--- config.mk ---
export PLATFORM = sky130hd
export DESIGN_NAME = pq_autotest_seq_flat
export DESIGN_NICKNAME = d
export VERILOG_FILES = /design/src/rtl/pq_autotest_seq_if.sv /design/src/rtl/pq_autotest_seq.sv /design/src/flat_wrapper.sv
export SDC_FILE = /design/constraint.sdc
export NUM_CORES = 1
export LEC_CHECK = 0
export ABC_AREA = 1
export CORE_MARGIN = 5
export CORE_UTILIZATION = 30
export DETAILED_ROUTE_END_ITERATION = 12
export MAX_ROUTING_LAYER = met4
export PLACE_DENSITY = 0.48
export SYNTH_ARGS = -nofsm -noshare
export SYNTH_HDL_FRONTEND = slang
export SYNTH_SLANG_ARGS = --single-unit
--- constraint.sdc ---
create_clock -name clk -period 4.57 [get_ports clk]
set_input_delay 0.6855 -clock clk [delete_from_list [all_inputs] [get_ports clk]]
set_output_delay 0.6855 -clock clk [all_outputs]
set_load 0.02 [all_outputs]
--- src/rtl/pq_autotest_seq_if.sv ---
// Bus between the traffic sequencer and the priority queue under test.
//
// Request protocol: the sequencer raises at most one of pq_enq / pq_deq,
// for a single cycle, and only while pq_busy is low. pq_kvi carries data
// only in the cycle pq_enq is high and is zero otherwise. The queue takes
// every request it sees, may raise pq_busy from the following cycle, and
// pq_kvo / pq_full / pq_empty are meaningful whenever pq_busy is low.
interface pq_autotest_seq_if #(
    parameter int W = 16
);
    logic [W-1:0] pq_kvi;
    logic         pq_enq;
    logic         pq_deq;
    logic [W-1:0] pq_kvo;
    logic         pq_full;
    logic         pq_empty;
    logic         pq_busy;

    modport master (
        output pq_kvi, pq_enq, pq_deq,
        input  pq_kvo, pq_full, pq_empty, pq_busy
    );

    modport slave (
        input  pq_kvi, pq_enq, pq_deq,
        output pq_kvo, pq_full, pq_empty, pq_busy
    );
endinterface

--- src/rtl/pq_autotest_seq.sv ---
// Self-checking traffic sequencer for a priority queue: feeds LFSR-derived
// key/value pairs, drains the queue, flags out-of-order dequeues, count
// mismatches and busy timeouts, and reports the outcome on status/LED pins.
module pq_autotest_seq #(
    parameter int          KW      = 8,
    parameter int          VW      = 8,
    parameter int          N_ITEMS = 15,
    parameter logic [15:0] SEED    = 16'hACE1,
    parameter int          TIMEOUT = 255
) (
    input  logic              clk,
    input  logic              rst,
    input  logic              start,
    input  logic              mode,
    pq_autotest_seq_if.master pq,
    output logic              running,
    output logic              done,
    output logic              pass,
    output logic [7:0]        err_cnt,
    output logic [15:0]       deq_cnt,
    output logic [2:0]        led_rgb,
    output logic [2:0]        dbg_state
);
    localparam int          KVW       = KW + VW;
    localparam logic [15:0] N_LAST    = 16'(N_ITEMS);
    // Abort on the TIMEOUT-th consecutive waiting cycle, so busy is never
    // tolerated for more than TIMEOUT cycles after a request.
    localparam logic [15:0] TMO_LAST  = 16'(TIMEOUT - 1);
    localparam logic [15:0] LFSR_TAPS = 16'hB400;  // taps 16,14,13,11

    typedef enum logic [2:0] {
        S_IDLE  = 3'd0,
        S_ISSUE = 3'd1,
        S_WAIT  = 3'd2,
        S_CHECK = 3'd3,
        S_DONE  = 3'd4
    } state_t;

    state_t         state, state_nxt;
    logic [15:0]    lfsr, lfsr_step;
    logic [KVW-1:0] lfsr_kv;
    logic [KW-1:0]  floor_key, chk_key, head_key, new_key;
    logic [15:0]    enq_cnt, ok_cnt, timer;
    logic           mode_q, last_deq;
    logic [1:0]     phase;
    logic           issue_act, want_enq, all_enq;
    logic           do_enq, skip_enq, do_deq, skip_deq, drain_end;
    logic           wait_busy, wait_exit, timeout, chk_err, start_ok, cnt_err, err_inc;
    logic [VW-1:0]  unused_kvo_value;

    assign lfsr_step        = {1'b0, lfsr[15:1]} ^ (lfsr[0] ? LFSR_TAPS : 16'h0000);
    assign head_key         = pq.pq_kvo[KVW-1 -: KW];
    assign new_key          = lfsr_kv[KVW-1 -: KW];
    assign unused_kvo_value = pq.pq_kvo[VW-1:0];

    generate
        if (KVW <= 16) begin : g_kv_narrow
            assign lfsr_kv = lfsr[KVW-1:0];
        end else begin : g_kv_wide
            assign lfsr_kv = {{(KVW-16){1'b0}}, lfsr};
        end
    endgenerate

    // Per-cycle decisions: what ISSUE does this cycle, how WAIT resolves, error sources.
    always_comb begin
        start_ok  = start && (state == S_IDLE || state == S_DONE);
        issue_act = (state == S_ISSUE) && !pq.pq_busy;
        all_enq   = (enq_cnt == N_LAST);
        // Interleaved mode runs enq, enq, deq while enqueues remain.
        want_enq  = (enq_cnt < N_LAST) && (!mode_q || phase != 2'd2);
        do_enq    = issue_act &&  want_enq && !pq.pq_full;
        skip_enq  = issue_act &&  want_enq &&  pq.pq_full;
        do_deq    = issue_act && !want_enq && !pq.pq_empty;
        drain_end = issue_act && !want_enq &&  pq.pq_empty &&  all_enq;
        skip_deq  = issue_act && !want_enq &&  pq.pq_empty && !all_enq;
        // The first WAIT cycle (timer still 0) is always spent waiting.
        wait_busy = (state == S_WAIT) && (timer == 16'd0 || pq.pq_busy);
        wait_exit = (state == S_WAIT) && !wait_busy;
        timeout   = wait_busy && (timer == TMO_LAST);
        chk_err   = (state == S_CHECK) && (chk_key < floor_key);
        cnt_err   = drain_end && (deq_cnt != ok_cnt);
        err_inc   = skip_enq || skip_deq || timeout || chk_err || cnt_err;
    end

    // State register.
    always_ff @(posedge clk or posedge rst) begin
        if (rst) state <= S_IDLE;
        else     state <= state_nxt;
    end

    // Next-state logic.
    always_comb begin
        state_nxt = state;
        case (state)
            S_IDLE, S_DONE: if (start) state_nxt = S_ISSUE;
            S_ISSUE: begin
                if (drain_end)             state_nxt = S_DONE;
                else if (do_enq || do_deq) state_nxt = S_WAIT;
            end
            S_WAIT: begin
                if (timeout)        state_nxt = S_DONE;
                else if (wait_exit) state_nxt = last_deq ? S_CHECK : S_ISSUE;
            end
            S_CHECK: state_nxt = S_ISSUE;
            default: state_nxt = S_IDLE;
        endcase
    end

    // Datapath: LFSR, ordering floor, counters and busy timer.
    always_ff @(posedge clk or posedge rst) begin
        if (rst) begin
            lfsr      <= SEED;
            floor_key <= '0;
            chk_key   <= '0;
            enq_cnt   <= '0;
            ok_cnt    <= '0;
            deq_cnt   <= '0;
            err_cnt   <= '0;
            timer     <= '0;
            mode_q    <= 1'b0;
            last_deq  <= 1'b0;
            phase     <= '0;
        end else if (start_ok) begin
            lfsr      <= SEED;
            floor_key <= '0;
            chk_key   <= '0;
            enq_cnt   <= '0;
            ok_cnt    <= '0;
            deq_cnt   <= '0;
            err_cnt   <= '0;
            timer     <= '0;
            mode_q    <= mode;
            last_deq  <= 1'b0;
            phase     <= '0;
        end else begin
            if (do_enq || skip_enq) begin
                lfsr    <= lfsr_step;
                enq_cnt <= enq_cnt + 16'd1;
                phase   <= phase + 2'd1;
            end
            if (do_enq) begin
                ok_cnt   <= ok_cnt + 16'd1;
                last_deq <= 1'b0;
                // A fresh key below the floor legitimately lowers it.
                if (new_key < floor_key) floor_key <= new_key;
            end
            if (do_deq) begin
                chk_key  <= head_key;
                last_deq <= 1'b1;
            end
            if (do_deq || skip_deq) phase <= '0;
            if (wait_exit)                 timer <= '0;
            else if (wait_busy && !timeout) timer <= timer + 16'd1;
            if (state == S_CHECK) begin
                floor_key <= chk_key;
                deq_cnt   <= deq_cnt + 16'd1;
            end
            if (err_inc && err_cnt != 8'hFF) err_cnt <= err_cnt + 8'd1;
        end
    end

    // Outputs: request pulses, status flags and LED code.
    always_comb begin
        pq.pq_enq = do_enq;
        pq.pq_deq = do_deq;
        pq.pq_kvi = do_enq ? lfsr_kv : '0;
        running   = (state == S_ISSUE) || (state == S_WAIT) || (state == S_CHECK);
        done      = (state == S_DONE);
        pass      = (state == S_DONE) && (err_cnt == 8'd0);
        if (running)                        led_rgb = 3'b001;
        else if (state == S_DONE && pass)   led_rgb = 3'b010;
        else if (state == S_DONE)           led_rgb = 3'b100;
        else                                led_rgb = 3'b000;
        dbg_state = state;
    end
endmodule
--- src/flat_wrapper.sv ---
// flat-port wrapper written by rule: the top's interface ports become plain ports
module pq_autotest_seq_flat 
#(
    parameter int          KW      = 8,
    parameter int          VW      = 8,
    parameter int          N_ITEMS = 15,
    parameter logic [15:0] SEED    = 16'hACE1,
    parameter int          TIMEOUT = 255
)
  (clk, rst, start, mode, running, done, pass, err_cnt, deq_cnt, led_rgb, dbg_state, pq_pq_kvi, pq_pq_enq, pq_pq_deq, pq_pq_kvo, pq_pq_full, pq_pq_empty, pq_pq_busy);
  pq_autotest_seq_if pq_i ();
  input  logic clk;
  input  logic rst;
  input  logic start;
  input  logic mode;
  output logic running;
  output logic done;
  output logic pass;
  output logic [7:0] err_cnt;
  output logic [15:0] deq_cnt;
  output logic [2:0] led_rgb;
  output logic [2:0] dbg_state;
  output wire logic [$bits(pq_i.pq_kvi)-1:0] pq_pq_kvi;
  output wire logic [$bits(pq_i.pq_enq)-1:0] pq_pq_enq;
  output wire logic [$bits(pq_i.pq_deq)-1:0] pq_pq_deq;
  input wire logic [$bits(pq_i.pq_kvo)-1:0] pq_pq_kvo;
  input wire logic [$bits(pq_i.pq_full)-1:0] pq_pq_full;
  input wire logic [$bits(pq_i.pq_empty)-1:0] pq_pq_empty;
  input wire logic [$bits(pq_i.pq_busy)-1:0] pq_pq_busy;
  assign pq_pq_kvi = pq_i.pq_kvi;
  assign pq_pq_enq = pq_i.pq_enq;
  assign pq_pq_deq = pq_i.pq_deq;
  assign pq_i.pq_kvo = pq_pq_kvo;
  assign pq_i.pq_full = pq_pq_full;
  assign pq_i.pq_empty = pq_pq_empty;
  assign pq_i.pq_busy = pq_pq_busy;
  pq_autotest_seq #(.KW(KW), .VW(VW), .N_ITEMS(N_ITEMS), .SEED(SEED), .TIMEOUT(TIMEOUT)) u_core (.clk(clk), .rst(rst), .start(start), .mode(mode), .pq(pq_i), .running(running), .done(done), .pass(pass), .err_cnt(err_cnt), .deq_cnt(deq_cnt), .led_rgb(led_rgb), .dbg_state(dbg_state));
endmodule
======== Word level (Yosys, flattened, before mapping) ========
Index checks and enable logic that the tools add are counted.
word-level totals
  register bits ........................... 111
  bits in latches ......................... 0
  RAM bits ................................ 0
  memory bits (read-only) ................. 0
  logic and storage cells ................. 127
  memories ................................ 0
operators by class
  add/subtract/negate cells ............... 6
  multipliers ............................. 0
  div/mod/pow operators ................... 0
  $lt $le $gt $ge ......................... 3
  equal/unequal tests ..................... 12
  shift-type cells ........................ 0
  mux-type cells .......................... 37
  bitwise gates (word level) .............. 1
  reduce and logical (&&, ||, !) cells .... 56
operators with widths
  operator                                                                        number
  16-bit two-way mux                                                              13
  16-bit by 1-bit adder with 16-bit output (second input constant)                4
  8-bit two-way mux                                                               8
  3-bit two-way mux                                                               8
  1-bit logical AND                                                               20
  16-bit by 4-bit equality test with 1-bit output (second input constant)         1
  16-bit by 8-bit equality test with 1-bit output (second input constant)         1
  16-bit logical NOT                                                              1
  16-bit by 4-bit less-than comparator with 1-bit output (second input constant)  1
  8-bit less-than comparator                                                      2
  16-bit inequality test                                                          1
  15-bit by 16-bit XOR with 16-bit output                                         1
  3-bit nonzero test                                                              5
  1-bit logical OR                                                                12
  3-bit one-hot mux with 4 select lines                                           1
  2-bit nonzero test                                                              5
  8-bit by 1-bit adder with 8-bit output (second input constant)                  1
  1-bit logical NOT                                                               8
  8-bit logical NOT                                                               1
  2-bit two-way mux                                                               4
  8-bit inequality test (second input constant)                                   1
  3-bit by 2-bit equality test with 1-bit output (second input constant)          2
  3-bit by 1-bit inequality test with 1-bit output (second input constant)        2
  2-bit inequality test (second input constant)                                   2
  8 further kinds                                                                 10

======== Logic depth before layout (Yosys ltp) ========
  depth after elaboration ................. 14
  mapped depth ............................ 14
  gate-level depth less buffers ........... 14

======== Worst setup path before layout ========
Ideal clock, no wire load.
  path type ............................... flip-flop to output port
  start ................................... reg u_core.enq_cnt[0]
  end ..................................... out pq_pq_kvi[10]
  arrival time ............................ 1.797 ns
  data required time ...................... 3.885 ns
  setup slack ............................. 2.088 ns
  cell stages (with the launch flop) ...... 11
  cell sequence ........................... dfrtp_1 > ha_1 > nand2_1 > inv_1 > nand2_1 > nand2_1 > nor2_2 > nand4_4 > buf_4 > buf_2 > nor2_1
between the ends
  word-level cells in the longest chain between the ends .. 5
ends and longest elaborated chain
  what                                                    RTL line                RTL
  start, declared                                         pq_autotest_seq.sv:43   logic [15:0] enq_cnt, ok_cnt, timer;
  start signal, assigned                                  pq_autotest_seq.sv:138  enq_cnt <= enq_cnt + 16'd1;
  16-bit by 4-bit less-than comparator with 1-bit output  pq_autotest_seq.sv:70   want_enq = (enq_cnt < N_LAST) && (!mode_q || phase != 2'd2);
  1-bit logical AND                                       pq_autotest_seq.sv:70
  1-bit logical AND (2 in a row)                          pq_autotest_seq.sv:71   do_enq = issue_act && want_enq && !pq.pq_full;
  16-bit two-way mux                                      pq_autotest_seq.sv:166  pq.pq_kvi = do_enq ? lfsr_kv : '0;
  end, declared                                           flat_wrapper.sv:23      output wire logic [$bits(pq_i.pq_kvi)-1:0] pq_pq_kvi;
Every way passes these cells.

======== Worst setup path after layout ========
  start ................................... reg u_core.enq_cnt[0]
  end ..................................... out pq_pq_enq
between the ends
  word-level cells in the longest chain between the ends .. 4
ends and longest elaborated chain
  what                                                    RTL line               RTL
  16-bit by 4-bit less-than comparator with 1-bit output  pq_autotest_seq.sv:70
  1-bit logical AND                                       pq_autotest_seq.sv:70
  1-bit logical AND (2 in a row)                          pq_autotest_seq.sv:71
  end, declared                                           flat_wrapper.sv:24     output wire logic [$bits(pq_i.pq_enq)-1:0] pq_pq_enq;
Every way passes these cells.

==> results by group <==
Finish
  • Commonest cells after routing, fill and taps aside: 181 x sky130_fd_sc_hd__nand2_1, 118 x sky130_fd_sc_hd__inv_1, 103 x sky130_fd_sc_hd__dfrtp_1
  • Most common cell after layout, fill and taps aside: sky130_fd_sc_hd__nand2_1
  • Fraction of layout instances using a drive strength above 1: 0.0754
  • Antenna Diode Count: 0
  • Area Growth Syn to Fin: 19.0%
  • Number of nets in the layout: 943

Setup path
  • Data arrival time of the critical path: between 2 and 3 ns
  • Largest stage delay on the critical path: ~0.66 ns
  • Required time reported for the critical path endpoint: 3.88 ns
  • Kind of start point of the critical path: flop
  • Slack of the worst reg-to-reg path: 2.14 ns
  • Type of destination of the critical path: output pin
  • Delay-heaviest family, CP: buffers and inverters
  • Most frequent cell on the critical path: sky130_fd_sc_hd__nand2_1
  • Type of the worst setup path: flop to output pin
  • Count of buffering cells on the critical path with inverters included: 3
  • Highest-delay cell along the critical path: sky130_fd_sc_hd__clkdlybuf4s50_1
  • Highest net fanout along the worst path: 20
  • Series of cell instances along the critical path: ha_1, nand2_1, inv_1, nand2_1, nand2_1, nor2_2, nand4_4, inv_2, clkdlybuf4s50_1

Clock network
  • TritonCTS sink count: between 100 and 150
  • CTS H-Tree Depth: 3
  • Postcts setup bufs: 0
  • Post-CTS resize count: 0
  • Clock tree from TritonCTS: done
  • CTS hold repair buffers: 0
  • Maximum clock insertion buffer count: 2
  • Worst-path clk slew: about 0.080 ns
  • Clock latency at the later pin of the worst-skew pair: approximately 0.36 ns
  • TritonCTS buffer count: 9
  • Clock root buffer: sky130_fd_sc_hd__clkbuf_16

Timing
  • Worst clock skew on the final layout: 0.00711 ns
  • Setup TNS after final layout: 0 ns
  • Final Slew Violations: 0
  • Final Hold Vio Count: 0
  • Worst slew margin: 0.397
  • Setup repair after global routing missed its margin: false
  • Max Freq: 0.287 GHz
  • Final Hold Slack: 0.473 ns
  • Count of endpoints failing setup in the final report: 0
  • Fin crit period: around 3.5 ns
  • Share of the clock period used by the worst path after layout: 0.761
  • Least-Margin Pin Slew: roughly 0.9 ns

Routing
  • Post-detailed-route DRC marker count: 0
  • DRT antenna net count: 0
  • Post-detailed-route via-to-cell ratio: 4.67
  • Overall routed net length: around 17 mm
  • Iteration-0 DRC count of the detailed router: 225
  • Routed via count: 5493
  • Wire per inst: between 10 and 15 um
  • Detailed Routing Iterations Pass 1: 4

Synth
  • Synthesis Warnings: 0
  • XOR/XNOR share of the synthesized area: 0.0259
  • Sequential-to-total area share from yosys stat: 0.434
  • Number of distinct library cell variants in the gate-level netlist after synthesis: 47
  • Synthesized net count: 880
  • Synthesized-area fraction occupied by ao, oa, aoi and oai cells: 0.0995
  • Largest family of logic cells by synthesized area: simple AND/OR/NAND/NOR gates
  • Fraction of the mapped netlist area in simple logic gates: 0.306
  • Seq cells post-synth: 111
  • Yosys top cell area share: 0.401
  • Portion of netlist area occupied by mux cells: 0
  • Cell count after synthesis: 834
  • Synthesized-area fraction occupied by adder cells: 0.0448
  • Synthesized area: between 6000 and 7000 um^2
  • Most area-hungry cell type in the Yosys netlist: sky130_fd_sc_hd__dfrtp_1
  • Synth top area cells: sky130_fd_sc_hd__dfrtp_1 40%, sky130_fd_sc_hd__nand2_1 11%, sky130_fd_sc_hd__inv_1 7.0%
  • Syn_area_per_cell: 7.70 um^2

Floorplan
  • Total I/O pin count: 74
  • Die H: 156 um
  • Number of standard-cell rows in the floorplan: 53
  • Floorplan die area: ~24000 um^2
  • Initial core utilization: 0.305
  • Placeable core region: 21100 um^2
  • Die extent in x: 156 um

Global routing
  • Initial antenna violation count: 0
  • Global-route wire length before repair: roughly 28 mm
  • Overall overflow remaining after global route: 0
  • Via count of the first global-routing pass: 5123
  • Largest net degree at the start of global routing: 68
  • Overall routing resource usage: 0.149

Power and ir drop
  • Power Density: 492 nW/um^2
  • Lkg Pwr: about 3.6 nW
  • Peak supply drop: 0.212 mV

Run status
  • Outcome: complete, no violations

Run
  • Max-cap violation count: 0

Place
  • Final weighted congestion in routability-driven placement: 0.854
  • Detail Placement HPWL: 12.6 mm
  • Port buffer count: 65

Worst hold path
  • Class of the tightest hold or removal check: flop to flop
worst reg2reg max path, stage by stage, from the launching register on:
cell and delay [ns]:
sky130_fd_sc_hd__dfrtp_1 0.42, sky130_fd_sc_hd__ha_1 0.23, sky130_fd_sc_hd__nand2_1 0.07, sky130_fd_sc_hd__inv_1 0.06, sky130_fd_sc_hd__nand2_1 0.05, sky130_fd_sc_hd__nand2_1 0.05
sky130_fd_sc_hd__nor2_2 0.21, sky130_fd_sc_hd__nand3_2 0.31, sky130_fd_sc_hd__nand2_1 0.47, sky130_fd_sc_hd__inv_1 0.26, sky130_fd_sc_hd__nand2_1 0.10, sky130_fd_sc_hd__o21ai_1 0.07
cell families after synthesis:
logic type               after synthesis
flip-flops                           111
buffers and inverters                144
XOR/XNOR                              19
AND/OR/NAND/NOR                      422
AO/OA/AOI/OAI                        115
adder cells (fa/ha/maj)               23
through the flow:
stage / cell area (um^2) / worst slack, ns / utilization / total power [W] / instances
after global placement: 7370 / 1.16 / 0.349 / 0.00301 / 1161
after CTS: 7650 / 1.03 / 0.363 / 0.00382 / 1177
final: 7650 / 1.09 / 0.363 / 0.00376 / 1177
after floorplan: 6420 / 0.967 / - / 0.00250 / 834
after detailed placement: 7370 / 1.13 / 0.349 / 0.00302 / 1161
after global routing: 7650 / 0.910 / 0.363 / 0.00408 / 1177
sequential cells by signal (all words and copies together), names as in the netlist:
name	cells
u_core.dbg_state	3
u_core.enq_cnt	16
u_core.err_cnt	8
u_core.lfsr	16
u_core.ok_cnt	16
u_core.floor_key	8
u_core.deq_cnt	16
u_core.last_deq	1
u_core.mode_q	1
u_core.chk_key	8
u_core.phase	2
u_core.timer	16
cells in the mapped netlist, drive strengths merged:
master  instances
nand3          64
nand4          24
ha             23
o21a            4
a211oi          2
or4             1
or2             4
o21ai          48
a21boi          1
o211ai          1
a21oi          36
nor3b           2
xor2           13
nor2          102
inv           124
clkbuf          3
nor3           27
nand2         189
clkinv          2
buf            15
o21bai          3
a22oi           5
dfrtp         103
dfstp           8
o22ai          14
nor4            7
nand3b          2
xnor2           6
a31oi           1
report_power, final:
group / internal (W) / switching [W]
Combinational: 0.000548 / 0.00104
Clock: 0.000381 / 0.000401
Sequential: 0.00121 / 0.000180
per-layer routing:
metal	track usage	vias up	part of all wire
li1	-	2835	-
met1	0.209	2557	0.50
met2	0.222	85	0.45
met3	0.0293	16	0.040
met4	0.0397	0	0.014
met5	-	-	0
layout make-up:
class	instances	area, um^2
Multi-Input combinational cell	579	3060
Clock buffer	10	229
Timing Repair Buffer	70	701
Clock inverter	6	51.3
Sequential cell	111	2790
Inverter	126	475
Fill cell	2230	13400
Tap cell	275	344
worst paths after layout:
kind / startpoint / to / cells past startpoint
max: u_core.enq_cnt[0] / pq_pq_enq / 9
min: u_core.floor_key[3] / u_core.floor_key[3] / 2
max reg2reg: u_core.enq_cnt[0] / u_core.lfsr[14] / 11
min reg2reg: u_core.floor_key[3] / u_core.floor_key[3] / 2
max in group asynchronous: rst / u_core.lfsr[7] / 3
min in group asynchronous: rst / u_core.ok_cnt[7] / 2
Note: power is estimated with default switching activity, not from simulation.
